$ cat config.mk
export PLATFORM = sky130hd
export DESIGN_NAME = round_scheduler
export DESIGN_NICKNAME = d
export VERILOG_FILES = /design/src/rtl/round_scheduler.sv
export SDC_FILE = /design/constraint.sdc
export NUM_CORES = 1
export LEC_CHECK = 0
export CORE_UTILIZATION = 30
export CTS_CLUSTER_SIZE = 40
export DETAILED_ROUTE_END_ITERATION = 12
export PLACE_DENSITY = 0.46
export SYNTH_ARGS = -nofsm -noshare
export SYNTH_HDL_FRONTEND = slang
export SYNTH_SLANG_ARGS = --single-unit
$ cat constraint.sdc
create_clock -name clk -period 5.4 [get_ports clk]
set_input_delay 1.08 -clock clk [delete_from_list [all_inputs] [get_ports clk]]
set_output_delay 1.08 -clock clk [all_outputs]
set_load 0.005 [all_outputs]
$ cat src/rtl/round_scheduler.sv
// Round controller that time-multiplexes one pairwise comparator over the six
// player pairs of a 4-player round, accumulating scores and picking winners.
module round_scheduler #(
  parameter int PW      = 3,
  parameter int WIN_PTS = 2,
  parameter int TIE_PTS = 1
) (
  input  logic          clk,
  input  logic          rst,
  input  logic          start,
  input  logic [PW-1:0] J1,
  input  logic [PW-1:0] J2,
  input  logic [PW-1:0] J3,
  input  logic [PW-1:0] J4,
  output logic [PW-1:0] op_a,
  output logic [PW-1:0] op_b,
  output logic [2:0]    pair_idx,
  input  logic [2:0]    cmp_res,
  output logic          busy,
  output logic          done,
  output logic [2:0]    score1,
  output logic [2:0]    score2,
  output logic [2:0]    score3,
  output logic [2:0]    score4,
  output logic [3:0]    winners,
  output logic          err
);

  localparam logic [1:0] S_IDLE   = 2'd0;
  localparam logic [1:0] S_PAIR   = 2'd1;
  localparam logic [1:0] S_DECIDE = 2'd2;
  localparam logic [1:0] S_DONE   = 2'd3;

  // Point values clamped so oversized parameters still fit the score width
  localparam logic [2:0] WIN3 = (WIN_PTS > 7) ? 3'd7 : 3'(WIN_PTS);
  localparam logic [2:0] TIE3 = (TIE_PTS > 7) ? 3'd7 : 3'(TIE_PTS);

  logic [1:0]    r_state;
  logic [PW-1:0] r_play [4];
  logic [2:0]    r_score [4];
  logic [PW-1:0] r_op_a;
  logic [PW-1:0] r_op_b;
  logic [2:0]    r_pair_idx;
  logic          r_busy;
  logic          r_done;
  logic [3:0]    r_winners;
  logic          r_err;

  logic [2:0]    w_a_pts;
  logic [2:0]    w_b_pts;
  logic          w_bad;
  logic [1:0]    w_pa;
  logic [1:0]    w_pb;
  logic [2:0]    w_next_idx;
  logic [1:0]    w_na;
  logic [1:0]    w_nb;
  logic [2:0]    w_score_nxt [4];
  logic [2:0]    w_max;
  logic [3:0]    w_win;

  function automatic logic [1:0] pair_first(input logic [2:0] idx);
    case (idx)
      3'd0, 3'd1, 3'd2: pair_first = 2'd0;
      3'd3, 3'd4:       pair_first = 2'd1;
      3'd5:             pair_first = 2'd2;
      default:          pair_first = 2'd0;
    endcase
  endfunction

  function automatic logic [1:0] pair_second(input logic [2:0] idx);
    case (idx)
      3'd0:             pair_second = 2'd1;
      3'd1, 3'd3:       pair_second = 2'd2;
      3'd2, 3'd4, 3'd5: pair_second = 2'd3;
      default:          pair_second = 2'd1;
    endcase
  endfunction

  function automatic logic [2:0] sat_add(input logic [2:0] a, input logic [2:0] b);
    logic [3:0] s;
    s = {1'b0, a} + {1'b0, b};
    sat_add = s[3] ? 3'd7 : s[2:0];
  endfunction

  // Credit decode, next-pair selection, score update and winner detection
  always_comb begin
    w_a_pts = 3'd0;
    w_b_pts = 3'd0;
    w_bad   = 1'b0;
    case (cmp_res)
      3'b100: w_a_pts = WIN3;
      3'b010: begin
        w_a_pts = TIE3;
        w_b_pts = TIE3;
      end
      3'b001: w_b_pts = WIN3;
      default: w_bad = 1'b1;
    endcase

    w_pa       = pair_first(r_pair_idx);
    w_pb       = pair_second(r_pair_idx);
    w_next_idx = r_pair_idx + 3'd1;
    w_na       = pair_first(w_next_idx);
    w_nb       = pair_second(w_next_idx);

    for (int i = 0; i < 4; i++) begin
      if (2'(i) == w_pa) begin
        w_score_nxt[i] = sat_add(r_score[i], w_a_pts);
      end else if (2'(i) == w_pb) begin
        w_score_nxt[i] = sat_add(r_score[i], w_b_pts);
      end else begin
        w_score_nxt[i] = r_score[i];
      end
    end

    w_max = r_score[0];
    for (int i = 1; i < 4; i++) begin
      if (r_score[i] > w_max) begin
        w_max = r_score[i];
      end else begin
        w_max = w_max;
      end
    end
    for (int i = 0; i < 4; i++) begin
      w_win[i] = (r_score[i] == w_max);
    end
  end

  // Round sequencer; results persist through IDLE until the next accepted start
  always_ff @(posedge clk) begin
    if (rst) begin
      r_state    <= S_IDLE;
      r_op_a     <= '0;
      r_op_b     <= '0;
      r_pair_idx <= 3'd7;
      r_busy     <= 1'b0;
      r_done     <= 1'b0;
      r_winners  <= 4'd0;
      r_err      <= 1'b0;
      for (int i = 0; i < 4; i++) begin
        r_score[i] <= 3'd0;
        r_play[i]  <= '0;
      end
    end else begin
      case (r_state)
        S_IDLE: begin
          if (start) begin
            r_play[0]  <= J1;
            r_play[1]  <= J2;
            r_play[2]  <= J3;
            r_play[3]  <= J4;
            for (int i = 0; i < 4; i++) begin
              r_score[i] <= 3'd0;
            end
            r_winners  <= 4'd0;
            r_err      <= 1'b0;
            r_op_a     <= J1;
            r_op_b     <= J2;
            r_pair_idx <= 3'd0;
            r_busy     <= 1'b1;
            r_state    <= S_PAIR;
          end
        end
        S_PAIR: begin
          r_score <= w_score_nxt;
          if (w_bad) begin
            r_err <= 1'b1;
          end
          if (r_pair_idx == 3'd5) begin
            r_pair_idx <= 3'd7;
            r_state    <= S_DECIDE;
          end else begin
            r_pair_idx <= w_next_idx;
            r_op_a     <= r_play[w_na];
            r_op_b     <= r_play[w_nb];
          end
        end
        S_DECIDE: begin
          r_winners <= w_win;
          r_done    <= 1'b1;
          r_state   <= S_DONE;
        end
        S_DONE: begin
          r_done  <= 1'b0;
          r_busy  <= 1'b0;
          r_state <= S_IDLE;
        end
        default: begin
          r_done  <= 1'b0;
          r_busy  <= 1'b0;
          r_state <= S_IDLE;
        end
      endcase
    end
  end

  assign op_a     = r_op_a;
  assign op_b     = r_op_b;
  assign pair_idx = r_pair_idx;
  assign busy     = r_busy;
  assign done     = r_done;
  assign score1   = r_score[0];
  assign score2   = r_score[1];
  assign score3   = r_score[2];
  assign score4   = r_score[3];
  assign winners  = r_winners;
  assign err      = r_err;

endmodule

==> results.txt, run 1 <==
----------------------------------------------------
[Timing]
  Number of max-slew violations in the final report ... 0
  Headroom to the max-slew limit ... 38.28%
  Sum of negative setup slack ... 0 ns
  Worst clock skew ... 0.008776 ns
  Final hold violations ... 0
  Post-route minimum period ... 4.945 ns
  Slew at the pin closest to its max-slew limit ... 0.9215 ns
  Fraction of the cycle the final worst path needs ... 91.58%
  Maximum achievable frequency ... 202.2 MHz
  Number of failing setup endpoints in the final timing report ... 0
  Unrepaired setup endpoints after global routing ... false
  Worst setup margin ... 0.4547 ns

[Power]
  Total power of the final layout ... 0.002132 W
  Worst IR drop on VDD ... 0.2164 mV
  Power per standard cell area ... 497.7 nW/um^2
  Static leakage power ... 1.748 nW

[Placed design]
  Area after DPL ... 4089 um^2
  Count of input and output buffers ... 45
  Final weighted congestion in routability-driven placement ... 0.8575
  Pre-CTS setup slack ... 0.5195 ns
  Half-perimeter wire length after placement ... 7418 um

[Setup path]
  WS Path Type ... reg -> reg
  Largest fanout of any net on the critical path ... 9
  Data arrival at the endpoint of the critical path ... 5.14 ns
  Reg-to-reg slack, setup ... 0.45 ns
  Critical Path Sink Type ... flip-flop
  Critical Path RT ... 5.60 ns
  CP Launch Type ... flip-flop
  Last element of the critical path ... winners[1]
  Origin of the critical flop-to-flop path ... score1[1]
  FF-to-FF End ... winners[1]
  Beginning of the critical path ... score1[1]
  Worst reg2reg path depth ... 16

[Synth]
  Share of async-settable or async-resettable flops after synthesis ... 0%
  Synth Cell Area ... 3487 um^2
  Post-Syn Nets ... 460
  EDFF count, synth ... 12
  Top area cells in the synthesized netlist ... dfxtp_1 (17%), ha_1 (13%), edfxtp_1 (10%), nor2_1 (4.6%), fa_1 (4.0%)
  Number of warnings issued by yosys ... 0
  Most instantiated cells after synthesis ... nor2_1 (43), ha_1 (35), inv_1 (35), dfxtp_1 (30), a21oi_1 (27)
  Cell type with the highest aggregate area in the netlist ... dfxtp_1
  Sequential element share of the synthesized area ... 27.56%
  Portion of synthesized cell area occupied by the leading cell type ... 17.22%
  Average instance area after synthesis ... 8.718 um^2
  Most frequent cell after synthesis ... nor2_1
  Seq cells post-synth ... 42
  Number of distinct library cells after synthesis ... 57
  Post-synthesis cell count ... 400
  Flip-flop cell with the highest count after synthesis ... dfxtp_1

[Flow run]
  MaxCap Viol Count ... 0

[Clock tree]
  CTS tree ... done
  CTS HTree Levels ... 2
  Clock tree buffer depth ... 2
  Cells resized by post-CTS repair ... 0
  Clock latency on the worst-skew pair ... 0.29 ns
  Clock Root Buffer ... clkbuf_16
  Clock transition at the registers of the reported paths ... 0.06 ns
  Number of CTS-inserted buffers ... 5
  Setup Buffers After CTS ... 0
  Quantity of hold-fixing buffers added after cts ... 0
  Sinks on Clock Net ... 42

[Global routing]
  Met3 Use GR ... 3.557%
  Global Route Usage Sum ... 17.40%
  Vias in the first global route ... 2,940
  Global Route met1 Usage ... 24.06%
  Peak-usage layer in the global routing report ... met2
  Pin count of the biggest net entering global routing ... 29
  Global routing usage on met2 ... 27.81%
  First-pass GRT wire length ... 15,810 um
  Remaining Overflow, GRT ... 0
  Initial antenna violation count ... 0

[Outcome]
  Result of the run ... finished with violations
  Failing checks ... design-rule violations

[Drt]
  Residual DRC ... 2
  Remaining antenna violation count after routing ... 0
  Initial DRC count ... 198
  Mean number of vias per cell ... 5.208
  Final routed wire length divided by cell count ... 16.70 um
  Routed wire length ... 9786 um
  Total iterations of the first detailed-routing run ... 9
  Routed via count ... 3,052

[Floorplan]
  Row count ... 39
  Die X ... 109.8 um
  Top-level I/O count ... 46
  Starting Density ... 30.67%
  Die area ... 12,060 um^2
  Placeable core area ... 11,370 um^2
  Die Height ... 109.8 um

[Cells and area]
  Post-layout net count ... 502
  Fraction of layout cells with a size suffix above 1 ... 7.675%
  Final design instance area without fill ... 4283 um^2
  Area growth, synth to finish ... 22.82%
  Core utilization of the finished layout ... 37.67%
  ANT cells ... 0

[Worst hold path]
  Cell depth of the worst min-delay path ... 2
  Path type of the worst min-delay path ... reg -> reg

----------------------------------------------------
[through the flow]
step                cells  hold slack [ns]
finish                586           0.4559
global route          586           0.5041
floorplan             400           0.4495
detailed placement    578           0.4450
global placement      578           0.4487
CTS                   586           0.4599
[metal layers]
metal / part of all wire [%] / routed length (um) / up-vias
met2: 46 / 4486 / 71
met4: 0.47 / 46 / 0
met1: 49 / 4826 / 1434
met3: 4.4 / 426 / 2
met5: 0 / 0 / -
li1: - / - / 1545
[area by class of cell]
type / count / area [um^2]
inverter: 35 / 131.4
clock inverter: 3 / 68.82
multi-input combinational: 309 / 2337
fill: 1160 / 7087
sequential: 42 / 960.9
tap: 143 / 178.9
clock buffer: 5 / 125.1
timing repair buffer: 49 / 480.5
[cells in the final DEF (no fill, tap or decap), types with 4 or more instances in the layout]
cell type,n
clkdlybuf4s50_1,45
mux2i_1,12
buf_4,4
and2_1,13
nand2_1,23
nor2_1,43
ha_1,35
clkbuf_16,5
mux2_2,7
o21a_1,8
o31ai_1,5
nand3_1,5
edfxtp_1,12
a21oi_1,27
xnor2_1,5
fa_1,7
a211oi_1,15
o221ai_1,5
o22ai_1,6
dfxtp_1,30
nor3_1,8
a22oi_1,5
o21ai_0,17
inv_1,35
a21o_1,9
[how the worst min path moves through the flow]
| stage | startpoint | endpoint |
|---|---|---|
| final | winners[1] | winners[1] |
| after global routing | winners[1] | winners[1] |
| after CTS | winners[1] | winners[1] |
| after detailed placement | winners[1] | winners[1] |
| after global placement | winners[1] | winners[1] |
| after floorplan | winners[2] | winners[2] |
[report_power, final]
| part | total, W | internal (W) | switching (W) |
|---|---|---|---|
| clock network | 0.000401 | 0.000266 | 0.000135 |
| registers | 0.000493 | 0.000415 | 0.0000773 |
| logic | 0.00124 | 0.000530 | 0.000707 |
[flip-flops by register name, summed over array words and instances, names as in the netlist, 2 cells and up]
name      cells
r_play       12
op_a          3
score4        3
score2        3
score1        3
score3        3
winners       4
pair_idx      3
r_state       2
op_b          3
[worst max-delay path, stage by stage (launching register included)]
cell	delay, ns
dfxtp_1	0.57
inv_1	0.08
ha_1	0.36
nand2_1	0.07
o21ai_1	0.29
mux2i_1	0.40
ha_1	0.33
and3_1	0.21
a21oi_1	0.41
nand2_1	0.16
o31a_2	0.17
ha_1	0.32
a211oi_1	0.43
nor2_1	0.27
a211oi_1	0.30
o221ai_1	0.20
o41ai_2	0.29
[logic make-up after synthesis]
group                      synth area share, %
and+or+nand+nor                          15.90
xor gates and xnor gates                 2.009
DFF                                      27.56
adders and majority gates                16.58
AOI/OAI and AO/OA                        24.90
buffers and inverters                    5.418
muxes                                    7.643
(Power assumes the default switching activity.)
==> run 2, diff against run 1 <==
--- a/config.mk
+++ b/config.mk
@@ -5,6 +5,7 @@
 export SDC_FILE = /design/constraint.sdc
 export NUM_CORES = 1
 export LEC_CHECK = 0
+export CORE_MARGIN = 5
 export CORE_UTILIZATION = 30
 export CTS_CLUSTER_SIZE = 40
 export DETAILED_ROUTE_END_ITERATION = 12
==> results.txt, run 2 (synthesis results as in run 1) <==
----------------------------------------------------
[Global routing]
  First-pass GRT wire length ... 16,370 um
  Pin count of the biggest net entering global routing ... 29
  Global Route Usage Sum ... 14.25%
  Vias in the first global route ... 3,187
  Initial antenna violation count ... 0
  Remaining Overflow, GRT ... 0

[Floorplan]
  Top-level I/O count ... 46
  Starting Density ... 30.54%
  Die area ... 13,880 um^2
  Placeable core area ... 11,420 um^2
  Die X ... 117.8 um
  Die Height ... 117.8 um
  Row count ... 39

[Power]
  Total power of the final layout ... 0.002045 W
  Power per standard cell area ... 482.2 nW/um^2
  Cell-internal power ... 0.001122 W
  Static leakage power ... 1.724 nW
  Power share of the combinational group ... 60.9%
  Worst IR drop on VDD ... 0.2379 mV
  Switching part of the total power ... 45.11%
  Net switching component of the power ... 0.0009225 W
  Clock share of power ... 15.0%
  Sequential power share ... 24.1%

[Setup path]
  Worst reg2reg path depth ... 15
  WS Path Type ... reg -> reg
  Critical Path Sink Type ... flip-flop
  Reg-to-reg slack, setup ... 0.36 ns
  Critical Path RT ... 5.59 ns
  Origin of the critical flop-to-flop path ... score1[1]
  FF-to-FF End ... winners[0]
  CP Launch Type ... flip-flop
  Largest fanout of any net on the critical path ... 9
  Data arrival at the endpoint of the critical path ... 5.23 ns

[Timing]
  Number of max-slew violations in the final report ... 0
  Sum of negative setup slack ... 0 ns
  Worst clock skew ... 0.008354 ns
  Slew at the pin closest to its max-slew limit ... 0.9660 ns
  Fraction of the cycle the final worst path needs ... 93.38%
  Unrepaired setup endpoints after global routing ... false
  Post-route minimum period ... 5.043 ns
  Number of failing setup endpoints in the final timing report ... 0
  Maximum achievable frequency ... 198.3 MHz
  Headroom to the max-slew limit ... 35.30%
  Final hold violations ... 0

[Drt]
  Residual DRC ... 0
  Routed via count ... 3,040
  Remaining antenna violation count after routing ... 0
  Total iterations of the first detailed-routing run ... 4
  Routed wire length ... 9823 um
  Mean number of vias per cell ... 5.188
  Final routed wire length divided by cell count ... 16.76 um
  Initial DRC count ... 188

[Worst hold path]
  Endpoint of the worst hold-timing path ... winners[0]
  Path type of the worst min-delay path ... reg -> reg
  Worst min-delay path startpoint ... winners[0]
  Cell depth of the worst min-delay path ... 2

[Clock tree]
  Number of CTS-inserted buffers ... 5
  Setup Buffers After CTS ... 0
  CTS HTree Levels ... 2
  CTS tree ... done
  Clock tree buffer depth ... 2
  Quantity of hold-fixing buffers added after cts ... 0
  Clock Root Buffer ... clkbuf_16
  Clock transition at the registers of the reported paths ... 0.06 ns
  Clock latency on the worst-skew pair ... 0.29 ns
  Sinks on Clock Net ... 42

[Placed design]
  Final weighted congestion in routability-driven placement ... 0.8533
  Cells after DPL ... 578
  Half-perimeter wire length after placement ... 7496 um
  Count of input and output buffers ... 45

[Outcome]
  Result of the run ... completed

[Cells and area]
  Max FFs per register ... 12
  Area growth, synth to finish ... 21.60%
  Post-layout instance count excluding filler cells ... 586
  Leading cell types in the layout, fill and taps excluded ... clkdlybuf4s50_1 (45), nor2_1 (43), inv_1 (35), ha_1 (35), dfxtp_1 (30)
  ANT cells ... 0
  Register with the highest flop count ... r_play
  Most common cell after layout, fill and taps aside ... clkdlybuf4s50_1
  Post-layout net count ... 502
  Fraction of layout cells with a size suffix above 1 ... 7.901%

[Flow run]
  MaxCap Viol Count ... 0

----------------------------------------------------
[run 2: cell types whose count changed in the layout (fill, tap and decap cells not counted), sizes merged]
cell	before	now
clkinvlp	0	1
clkinv	1	2
bufinv	2	0
[run 2: stage by stage]
stage / util [%] / area (um^2) / hold slack (ns) / setup slack (ns)
2_1_floorplan: - / 3487 / 0.4495 / 1.145
3_3_place_gp: 35.81 / 4089 / 0.4422 / 0.3398
3_5_place_dp: 35.81 / 4089 / 0.4463 / 0.2962
4_1_cts: 37.09 / 4235 / 0.4631 / 0.2694
5_1_grt: 37.14 / 4240 / 0.4954 / 0.06011
6_report: 37.14 / 4240 / 0.4622 / 0.3574
[run 2: how the worst max path moves through the flow]
stage	cells past startpoint	start	slack [ns]	end
floorplan	17	score1[1]	1.15	winners[2]
global placement	17	score1[1]	0.34	winners[0]
finish	15	score1[1]	0.36	winners[0]
detailed placement	17	score1[1]	0.30	winners[0]
global route	18	score1[1]	0.06	winners[0]
CTS	17	score1[1]	0.27	winners[0]
[run 2: power by group through the flow]
| stage | logic [W] | clock network [W] | registers (W) |
|---|---|---|---|
| finish | 0.00124 | 0.000308 | 0.000492 |
| global route | 0.00139 | 0.000331 | 0.000508 |
| CTS | 0.00124 | 0.000315 | 0.000494 |
| detailed placement | 0.00123 | 0 | 0.000499 |
| global placement | 0.00122 | 0 | 0.000502 |
| floorplan | 0.000894 | 0 | 0.000479 |
[run 2: cell type report]
type                    instances  area, um^2
clock buffers                   5       125.1
flip-flops and latches         42       960.9
fillers                      1194        7178
multi-input cells             309        2342
well taps                     143       178.9
clock inverters                 3       21.27
inverters                      35       131.4
repair buffers                 49       480.5
[run 2: what timing repair did]
item                       in CTS  in global routing
gates resized for setup         0                  2
hold endpoints to repair        0                  0
setup endpoints to repair       0                  1
[run 2: layer usage]
metal  part of all wire, %  global-route usage [%]  up-vias
met4                   1.6                   3.943        0
li1                      -                       -     1544
met1                    50                   19.60     1432
met5                     0                       0        -
met2                    45                   22.81       51
met3                   3.3                   2.739       13
[run 2: critical path, cell delays in order, from the launching register on]
cell	delay, ns
dfxtp_1	0.59
inv_1	0.09
ha_1	0.37
nand2_1	0.07
o21ai_1	0.32
mux2i_1	0.38
ha_1	0.32
a21oi_1	0.22
and2_1	0.31
mux2_2	0.40
ha_1	0.31
o21ai_0	0.40
nor2_1	0.27
a2111oi_1	0.54
a211oi_1	0.12
o41ai_2	0.22
